File: config.mk
export PLATFORM = sky130hd
export DESIGN_NAME = mulu_seq_x6y6
export DESIGN_NICKNAME = d
export VERILOG_FILES = /design/src/rtl/mulu_seq_pkg.sv /design/src/rtl/mulu_x3y3.sv /design/src/rtl/mulu_seq_x6y6.sv
export SDC_FILE = /design/constraint.sdc
export NUM_CORES = 1
export LEC_CHECK = 0
export CAP_MARGIN = 20
export CORE_UTILIZATION = 35
export DETAILED_ROUTE_END_ITERATION = 8
export HOLD_SLACK_MARGIN = 0.03
export PLACE_DENSITY = 0.63
export SYNTH_ARGS = -nofsm -noshare
export SYNTH_HDL_FRONTEND = slang
export SYNTH_SLANG_ARGS = --single-unit
File: constraint.sdc
create_clock -name clk -period 12.5 [get_ports clk]
set_input_delay 2.5 -clock clk [delete_from_list [all_inputs] [get_ports clk]]
set_output_delay 2.5 -clock clk [all_outputs]
set_load 0.02 [all_outputs]
File: src/rtl/mulu_seq_pkg.sv
// Shared widths and FSM state encoding for the sequential 6x6 unsigned multiplier.
package mulu_seq_pkg;

    localparam int unsigned SLICE_W = 3;
    localparam int unsigned OP_W    = 6;
    localparam int unsigned PROD_W  = 12;
    localparam int unsigned PP_W    = 6;

    typedef enum logic [1:0] {
        IDLE = 2'd0,
        MUL  = 2'd1,
        DONE = 2'd2
    } state_e;

endpackage : mulu_seq_pkg

File: src/rtl/mulu_x3y3.sv
// Combinational 3x3 unsigned multiplier producing one partial product per cycle.
module mulu_x3y3
    import mulu_seq_pkg::*;
(
    input  logic [SLICE_W-1:0] a,
    input  logic [SLICE_W-1:0] b,
    output logic [PP_W-1:0]    p_c
);

    assign p_c = PP_W'(a) * PP_W'(b);

endmodule : mulu_x3y3

File: src/rtl/mulu_seq_x6y6.sv
// Sequential 6x6 unsigned multiplier: four 3x3 partial products accumulated
// over four cycles, with valid/ready handshakes on both sides.
module mulu_seq_x6y6
    import mulu_seq_pkg::*;
(
    input  logic              clk,
    input  logic              rst_n,
    input  logic              in_valid,
    output logic              in_ready,
    input  logic [OP_W-1:0]   x,
    input  logic [OP_W-1:0]   y,
    output logic              out_valid,
    input  logic              out_ready,
    output logic [PROD_W-1:0] p,
    output logic              busy
);

    state_e              state_q, state_d;
    logic [1:0]          step_q, step_d;
    logic [PROD_W-1:0]   acc_q, acc_d;
    logic [OP_W-1:0]     xop_q, xop_d;
    logic [OP_W-1:0]     yop_q, yop_d;
    logic                in_ready_q, in_ready_d;
    logic                out_valid_q, out_valid_d;
    logic [PROD_W-1:0]   p_q, p_d;
    logic                busy_q, busy_d;

    logic [SLICE_W-1:0]  x_sl, y_sl;
    logic [PP_W-1:0]     pp;
    logic [3:0]          shamt;
    logic [PROD_W-1:0]   pp_shifted;

    // step[0] picks the x slice, step[1] the y slice
    assign x_sl = step_q[0] ? xop_q[OP_W-1:SLICE_W] : xop_q[SLICE_W-1:0];
    assign y_sl = step_q[1] ? yop_q[OP_W-1:SLICE_W] : yop_q[SLICE_W-1:0];

    mulu_x3y3 u_mul (
        .a   (x_sl),
        .b   (y_sl),
        .p_c (pp)
    );

    always_comb begin
        shamt = 4'd0;
        case (step_q)
            2'd0:    shamt = 4'd0;
            2'd1,
            2'd2:    shamt = 4'd3;
            default: shamt = 4'd6;
        endcase
        pp_shifted = PROD_W'(pp) << shamt;
    end

    // Next-state and registered-output decode
    always_comb begin
        state_d = state_q;
        step_d  = step_q;
        acc_d   = acc_q;
        xop_d   = xop_q;
        yop_d   = yop_q;

        case (state_q)
            IDLE: begin
                if (in_valid && in_ready_q) begin
                    xop_d   = x;
                    yop_d   = y;
                    acc_d   = '0;
                    step_d  = 2'd0;
                    state_d = MUL;
                end
            end
            MUL: begin
                acc_d  = acc_q + pp_shifted;
                step_d = step_q + 2'd1;
                if (step_q == 2'd3) begin
                    state_d = DONE;
                end
            end
            DONE: begin
                if (out_ready) begin
                    state_d = IDLE;
                end
            end
            default: begin
                state_d = IDLE;
            end
        endcase

        in_ready_d  = (state_d == IDLE);
        out_valid_d = (state_d == DONE);
        busy_d      = (state_d != IDLE);
        p_d         = out_valid_d ? acc_d : '0;
    end

    always_ff @(posedge clk or negedge rst_n) begin
        if (!rst_n) begin
            state_q     <= IDLE;
            step_q      <= 2'd0;
            acc_q       <= '0;
            xop_q       <= '0;
            yop_q       <= '0;
            in_ready_q  <= 1'b1;
            out_valid_q <= 1'b0;
            p_q         <= '0;
            busy_q      <= 1'b0;
        end else begin
            state_q     <= state_d;
            step_q      <= step_d;
            acc_q       <= acc_d;
            xop_q       <= xop_d;
            yop_q       <= yop_d;
            in_ready_q  <= in_ready_d;
            out_valid_q <= out_valid_d;
            p_q         <= p_d;
            busy_q      <= busy_d;
        end
    end

    assign in_ready  = in_ready_q;
    assign out_valid = out_valid_q;
    assign p         = p_q;
    assign busy      = busy_q;

endmodule : mulu_seq_x6y6

* Word-level counts from Yosys, hierarchy flattened *
Index checks and enable logic that the tools add are counted.

storage, ports and cells
  register bits after elaboration = 43
  bits in latches = 0
  memory bits (writable) = 0
  ROM bits = 0
  bits of input ports = 16
  output and inout port bits = 15
  memories kept = 0

cells by class
  $add $sub $neg = 2
  $mul = 1
  div/mod/pow operators = 0
  magnitude comparators = 0
  equality and inequality tests = 7
  shift-type cells = 1
  muxes and demuxes = 12
  bitwise operators = 0
  reductions and logical operators = 9

operator list
  cell                 count
  $mux 12              2
  $pmux 12 s2          1
  $add 12x12->12       1
  $shl 6x4->12         1
  $eq 2x2->1 const B   4
  $mux 2               4
  $logic_not 2->1      3
  $mul 3x3->6          1
  $mux 3               2
  $pmux 2 s3           1
  $pmux 3 s2           1
  $eq 2x1->1 const B   2
  $pmux 2 s2           1
  $reduce_and 2->1     2
  $reduce_bool 2->1    2
  $add 2x1->2 const B  1
  $ne 2x2->1 const B   1
  $reduce_or 2->1      1
  $logic_and 1x1->1    1

* Logic depth before layout (Yosys ltp) *
Gate-level depths: netlist (run 1).

  word-level depth = 7
  mapped depth = 20
  gate-level depth less buffers = 19

* Cells and area by module *
From an unflattened synthesis (run 1), not the netlist that was laid out.

unflattened totals
  cells, all modules = 260
  area total of the unflattened synthesis = 2587.5 sq um

modules (own cells, without submodules)
  module         instances  cells an instance  area each (sq um)  sequential area each (sq um)
  mulu_seq_x6y6  1          236                2391.0             1077.3
  mulu_x3y3      1          24                 196.4              0.0

* Worst setup path after synthesis (run 1) *
Ideal clock, no wire load.

  kind = register to register
  start point = register step_q[0]
  end point = register p_q[11] (netlist: p[11])
  arrival time = 4.076 ns
  data required time = 12.379 ns
  setup slack = 8.303 ns
  cell stages (with the launch flop) = 20
  cells stage by stage = dfrtp_1 buf_4 mux2i_1 or2_2 fa_1 inv_1 ha_1 fa_1 xnor2_1 nand2_1 o211ai_1 o21ai_0 nand2_1 o41ai_1 ha_1 a2111o_1 o221ai_1 o21ai_0 xnor2_1 a22o_1

on the way
  word-level cells in the longest chain between the ends = 7

ends and longest elaborated chain
  item                                                                    line                  text
  start, declared                                                         mulu_seq_x6y6.sv:19   logic [1:0] step_q, step_d;
  start signal, assigned                                                  mulu_seq_x6y6.sv:108  step_q <= step_d;
  parallel branches: the longest is 6 deep, another holds $add 12x12->12  n/a
  $mux 12 (*)                                                             mulu_seq_x6y6.sv:92   p_d = out_valid_d ? acc_d : '0;
  net p_d[11]                                                             mulu_seq_x6y6.sv:25   logic [PROD_W-1:0] p_q, p_d;
  end signal, assigned                                                    mulu_seq_x6y6.sv:114  p_q <= p_d;
  end, declared                                                           mulu_seq_x6y6.sv:25

Mark *: on every way through the listed nets, which the timed path passes.
A chain may end at the register's enable or synchronous reset.

* Worst setup path in the final report (run 1) *
Same ends and word-level chain as after synthesis.

==> results.yml, run 1 <==
floorplan:
  initial_core_util_pct: 36.6
  ios: 31
  rows: 30
  floorplan.die.height_um: 87.0
  coreArea_mm2: 0.00691
  dieWidth_um: 87.0
  die_area_mm2: 0.00757
synth:
  synth_simple_gate_area_share_pct: 12.2
  post_synth_inst_count: 245
  synthXorXnorAreaFrac_pct: 3.81
  yosys.area_share.adder_pct: 11.3
  synth.ff_latch_count: 43
  synth_nets: 282
  yosys_warnings: 0
  synth_area_per_cell_um2: 10.3
  largest_family_of_logic_cells_by_synthesized_area: "compound AO/OA/AOI/OAI gates"
  synth.area.mux_share_pct: 9.84
  synth.distinct_cells: 46
  netlist_area_mm2: 0.00253
  synth_edf_count: 0
  yosys_most_used_dff: "sky130_fd_sc_hd__dfrtp_1"
  synth_seq_area_share_pct: 42.6
  synth_compound_area_share_pct: 16.3
  ys_async_sr_fraction_pct: 100
clocking:
  skew_pair_late_insertion_delay_ns: 0.30
  clk_pin_slew_worst_setup_hold_paths_ns: 0.08
  cts.root.buffer_cell: "sky130_fd_sc_hd__clkbuf_8"
  tritoncts.num_buffers: 5
  cts_post_setup_buffers_inserted: 0
  htree_levels: 2
  cts_tree: "yes"
  max-clock-path-buffers: 2
  cts_hold_repair.buffers: 0
  cts.sink_count: 43
  ctsResizeCount: 0
hold_path:
  path_type_of_the_worst_min_delay_path: "reg -> reg"
  hold_path.startpoint: "xop_q[0]"
  min_path_cells: 1
  worst_hold_path.endpoint: "xop_q[0]"
critical_path:
  critical_path.max_stage_delay_ns: 0.55
  critical-path-slowest-cell: "sky130_fd_sc_hd__fa_1"
  setup.worst_path.end_class: "flop"
  criticalPathCategory: "reg -> reg"
  reg2reg_from: "step_q[0]"
  timing.critical_path.required_ns: 12.69
  start_kind: "flop"
  timing.reg2reg.worst_path_depth: 18
  timing.rr.end: "p[11]"
  crit_fanout: 7
  cpLargestDelayFamily: "adder cells"
  critical_path.cell_chain: "mux2i_1, or2_2, fa_1, inv_1, ha_1, fa_1, xnor2_1, nand2_1, o211ai_1, o21ai_0, nand2_1, o41ai_1, ha_1, a2111o_1, o221ai_1, o21ai_0, xnor2_1, a22o_1"
  r2r_slack_ns: 7.84
  critical_path.n_buffers_inverters: 1
  crit_arrival_ns: 4.85
sta:
  achievable-frequency_mhz: 215
  worst_skew_ns: 0.00649
  final_max_slew_viol_count: 0
  final_cycle_utilization_of_the_critical_path_pct: 37.3
  worst_slew_margin_rel_pct: 35.5
  setup_repair_after_global_routing_missed_its_margin: "no"
  final_period_minus_worst_setup_slack_ns: 4.66
  finalSetupViolations: 0
  tightestPinTransition_ns: 0.963
  finalHoldViolCount: 0
  fin_tns_setup_ns: 0
grt:
  grt_first_pass_wirelength_mm: 8.51
  grt-ovfl-total: 0
  initial_antenna_violation_count: 0
  grt_start_max_net_pins: 44
  via_count_of_the_first_global_routing_pass: 1755
  globalRouteTotalUtil_pct: 14.7
final_layout:
  final_util_pct: 43.1
  layoutNonFillerInstCount: 368
  layout.cells.most_common_list: "42 x sky130_fd_sc_hd__dfrtp_1, 29 x sky130_fd_sc_hd__clkdlybuf4s50_1, 23 x sky130_fd_sc_hd__nand2_1"
  layout_commonest_cell: "sky130_fd_sc_hd__dfrtp_1"
  area.growth.synth_to_final_pct: 17.7
  fin_nets: 308
  num_antenna_cells: 0
  layout-drive-gt1-share_pct: 11.8
place:
  place.detailed.instances: 360
  hpwl_mm: 3.67
  globalplace.congestion: 0.842
  io_buffer_count: 30
routing:
  detailedRoute.firstPassIterationCount: 4
  routed-via-count: 1843
  post_detailed_route_wirelength_per_cell_um: 13.8
  postRouteAntennaNets: 0
  average_vias_per_placed_instance: 5.01
  drc_errors: 0
  drtIter0Drc: 101
  drt_wl_total_mm: 5.09
flow_run:
  drv.max_cap_violation_count: 0
run_status:
  status: "completed"
==> how the worst max path moves through the flow <==
stage | from | endpoint | slack (ns) | cells past startpoint
CTS | step_q[0] | p[11] | 7.85 | 19
global route | step_q[0] | p[9] | 7.49 | 19
floorplan | step_q[0] | p[11] | 8.30 | 19
detailed placement | step_q[0] | p[11] | 7.90 | 18
finish | step_q[0] | p[11] | 7.84 | 18
global placement | step_q[0] | p[11] | 7.99 | 18
==> stage by stage <==
stage / hold WS, ns / cell area, um^2 / setup WS, ns
2_1_floorplan: 0.474 / 2530 / 8.30
3_3_place_gp: 0.491 / 2890 / 7.99
3_5_place_dp: 0.494 / 2890 / 7.90
4_1_cts: 0.516 / 2980 / 7.85
5_1_grt: 0.530 / 2980 / 7.49
6_report: 0.511 / 2980 / 7.84
==> routing by layer <==
metal,wire [um],GRT usage (%),part of all wire (%),vias up
met2,2350,22.6,46,41
li1,-,-,-,917
met4,82,6.06,1.6,0
met5,0,0,0,-
met3,159,3.03,3.1,8
met1,2490,20.1,49,877
==> cell usage after synthesis (4+ instances only) <==
cell type,instances,area share [%]
sky130_fd_sc_hd__dfrtp_1,42,42
sky130_fd_sc_hd__nand2_1,23,3.4
sky130_fd_sc_hd__ha_1,18,8.9
sky130_fd_sc_hd__nor2_1,15,2.2
sky130_fd_sc_hd__a21oi_1,13,2.6
sky130_fd_sc_hd__mux2_2,13,5.8
sky130_fd_sc_hd__o21ai_0,12,2.4
sky130_fd_sc_hd__a22o_1,10,3.5
sky130_fd_sc_hd__inv_1,10,1.5
sky130_fd_sc_hd__mux2i_1,8,3.2
sky130_fd_sc_hd__and2_1,7,1.7
sky130_fd_sc_hd__xor2_1,7,2.4
sky130_fd_sc_hd__clkbuf_1,6,0.89
sky130_fd_sc_hd__a21o_1,5,1.5
sky130_fd_sc_hd__or2_2,4,0.99
sky130_fd_sc_hd__xnor2_1,4,1.4
==> sequential cells by signal, summed over array words and instances, names as in the netlist <==
register   cells
acc_q         12
in_ready       1
busy           1
xop_q          6
step_q         2
out_valid      1
state_q        2
p             12
yop_q          6
==> kinds of logic after synthesis <==
logic type | count (synthesis)
AO/OA/AOI/OAI | 60
XOR/XNOR | 11
adder cells (fa/ha/maj) | 21
buffers and inverters | 23
flip-flops | 43
multiplexers | 22
AND/OR/NAND/NOR | 65
==> cell type report <==
class,count,area [um^2]
Clock buffer,5,68.8
Clock inverter,3,15.0
Fill cell,701,3930
Inverter,12,45.0
Multi-Input combinational cell,179,1360
Sequential cell,43,1080
Tap cell,96,120
Timing Repair Buffer,30,295
Power of run 1 is left out: the tool's default activity adds up to more than one toggle a clock period on the data nets, which glitch-free logic cannot reach.
==> inputs of run 2 (changes only) <==
==> constraint.sdc (replaced) <==
create_clock -name clk -period 4.5 [get_ports clk]
set_input_delay 0.9 -clock clk [delete_from_list [all_inputs] [get_ports clk]]
set_output_delay 0.9 -clock clk [all_outputs]
set_load 0.02 [all_outputs]
==> run 2 against run 1 <==
  * Flip-flop and latch count stayed put
  * Setup slack lost 7.7 ns
  * Critical path type unchanged
  * Largest cell class unchanged
  * Utilization is 1.8 points higher
==> results.yml, run 2 (synthesized netlist as in run 1, its figures left out) <==
grt:
  grt_start_max_net_pins: 44
  globalRouteTotalUtil_pct: 14.9
  grt_first_pass_wirelength_mm: 8.72
  initial_antenna_violation_count: 0
  via_count_of_the_first_global_routing_pass: 1908
  grt-ovfl-total: 0
final_layout:
  layout.cells.most_common_list: "41 x sky130_fd_sc_hd__dfrtp_1, 29 x sky130_fd_sc_hd__clkdlybuf4s50_1, 23 x sky130_fd_sc_hd__nand2_1"
  area.growth.synth_to_final_pct: 22.7
  num_antenna_cells: 0
  layout-drive-gt1-share_pct: 17.2
  fin_nets: 315
  layout_commonest_cell: "sky130_fd_sc_hd__dfrtp_1"
critical_path:
  criticalPathCategory: "reg -> reg"
  setup.worst_path.end_class: "flop"
  r2r_slack_ns: 0.17
  crit_arrival_ns: 4.52
  reg2reg_from: "step_q[1]"
  timing.critical_path.required_ns: 4.69
  crit_fanout: 4
  start_kind: "flop"
  timing.rr.end: "p[11]"
  timing.reg2reg.worst_path_depth: 18
sta:
  worst_skew_ns: 0.00709
  achievable-frequency_mhz: 231
  final_cycle_utilization_of_the_critical_path_pct: 96.2
  tightestPinTransition_ns: 1.02
  final_max_slew_viol_count: 0
  final_period_minus_worst_setup_slack_ns: 4.33
  worst_slew_margin_rel_pct: 31.3
  finalHoldViolCount: 0
  finalSetupViolations: 0
  fin_tns_setup_ns: 0
hold_path:
  worst_hold_path.endpoint: "xop_q[0]"
  min_path_cells: 1
  path_type_of_the_worst_min_delay_path: "reg -> reg"
  hold_path.startpoint: "xop_q[0]"
routing:
  drt_wl_total_mm: 5.18
  postRouteAntennaNets: 0
  detailedRoute.firstPassIterationCount: 4
  average_vias_per_placed_instance: 5.15
  drc_errors: 0
  routed-via-count: 1933
  post_detailed_route_wirelength_per_cell_um: 13.8
  drtIter0Drc: 66
clocking:
  cts_tree: "yes"
  clk_pin_slew_worst_setup_hold_paths_ns: 0.08
  skew_pair_late_insertion_delay_ns: 0.30
  cts.sink_count: 43
  tritoncts.num_buffers: 5
  cts_hold_repair.buffers: 0
  max-clock-path-buffers: 2
  htree_levels: 2
  cts.root.buffer_cell: "sky130_fd_sc_hd__clkbuf_8"
floorplan:
  initial_core_util_pct: 36.6
  ios: 31
  floorplan.die.height_um: 87.0
  rows: 30
  die_area_mm2: 0.00757
  dieWidth_um: 87.0
  coreArea_mm2: 0.00691
place:
  hpwl_mm: 3.71
  io_buffer_count: 30
  globalplace.congestion: 0.845
run_status:
  status: "completed"
flow_run:
  drv.max_cap_violation_count: 0
[run 2: worst max path at each step]
stage                          from     to  slack (ns)
after floorplan           step_q[0]  p[11]        0.30
after global placement    step_q[0]  p[11]        0.06
after detailed placement  step_q[0]  p[11]       -0.04
after CTS                 step_q[0]  p[11]       0.006
after global routing      step_q[0]  p[11]       -0.02
final                     step_q[1]  p[11]        0.17
[run 2: repair_timing]
action                     CTS  global route
gates resized for setup      1            14
pin swaps                    0             1
setup endpoints to repair    4            14
buffers inserted             0             2
gates cloned                 0             0
[run 2: layer usage]
| metal | vias to the layer above | GRT usage (%) | part of all wire (%) |
|---|---|---|---|
| met3 | 9 | 3.03 | 3.4 |
| met2 | 42 | 23.4 | 47 |
| li1 | 932 | - | - |
| met4 | 0 | 5.61 | 2.0 |
| met1 | 950 | 20.3 | 47 |
| met5 | - | 0 | 0 |
[run 2: metrics by stage]
step	hold slack (ns)	area (um^2)	setup slack, ns	util, %	std cells
after CTS	0.513	3040	0.00563	44.0	373
after detailed placement	0.495	2930	-0.0419	42.4	365
after global routing	0.533	3100	-0.0155	44.9	375
final	0.511	3100	0.171	44.9	375
after global placement	0.490	2930	0.0597	42.4	365
after floorplan	0.474	2530	0.303	-	245
[run 2: cell type report]
type / instances / area (um^2)
fillers: 695 / 3800
well taps: 96 / 120
inverters: 12 / 45.0
multi-input cells: 179 / 1410
repair buffers: 37 / 348
flip-flops and latches: 43 / 1080
clock buffers: 8 / 100
[run 2: critical path: stages, from the launching register on]
cell	delay, ns
sky130_fd_sc_hd__dfrtp_1	0.45
sky130_fd_sc_hd__mux2i_1	0.21
sky130_fd_sc_hd__or2_2	0.34
sky130_fd_sc_hd__fa_1	0.49
sky130_fd_sc_hd__inv_1	0.04
sky130_fd_sc_hd__ha_1	0.22
sky130_fd_sc_hd__fa_2	0.37
sky130_fd_sc_hd__xnor2_2	0.23
sky130_fd_sc_hd__nand2_1	0.08
sky130_fd_sc_hd__o211ai_1	0.11
sky130_fd_sc_hd__o21ai_1	0.10
sky130_fd_sc_hd__nand2_1	0.08
sky130_fd_sc_hd__o41ai_1	0.09
sky130_fd_sc_hd__ha_1	0.32
sky130_fd_sc_hd__a2111o_1	0.42
sky130_fd_sc_hd__o221ai_2	0.15
sky130_fd_sc_hd__o21ai_1	0.14
sky130_fd_sc_hd__xnor2_1	0.16
sky130_fd_sc_hd__a22o_1	0.20
Power of run 2 is left out for the same reason.
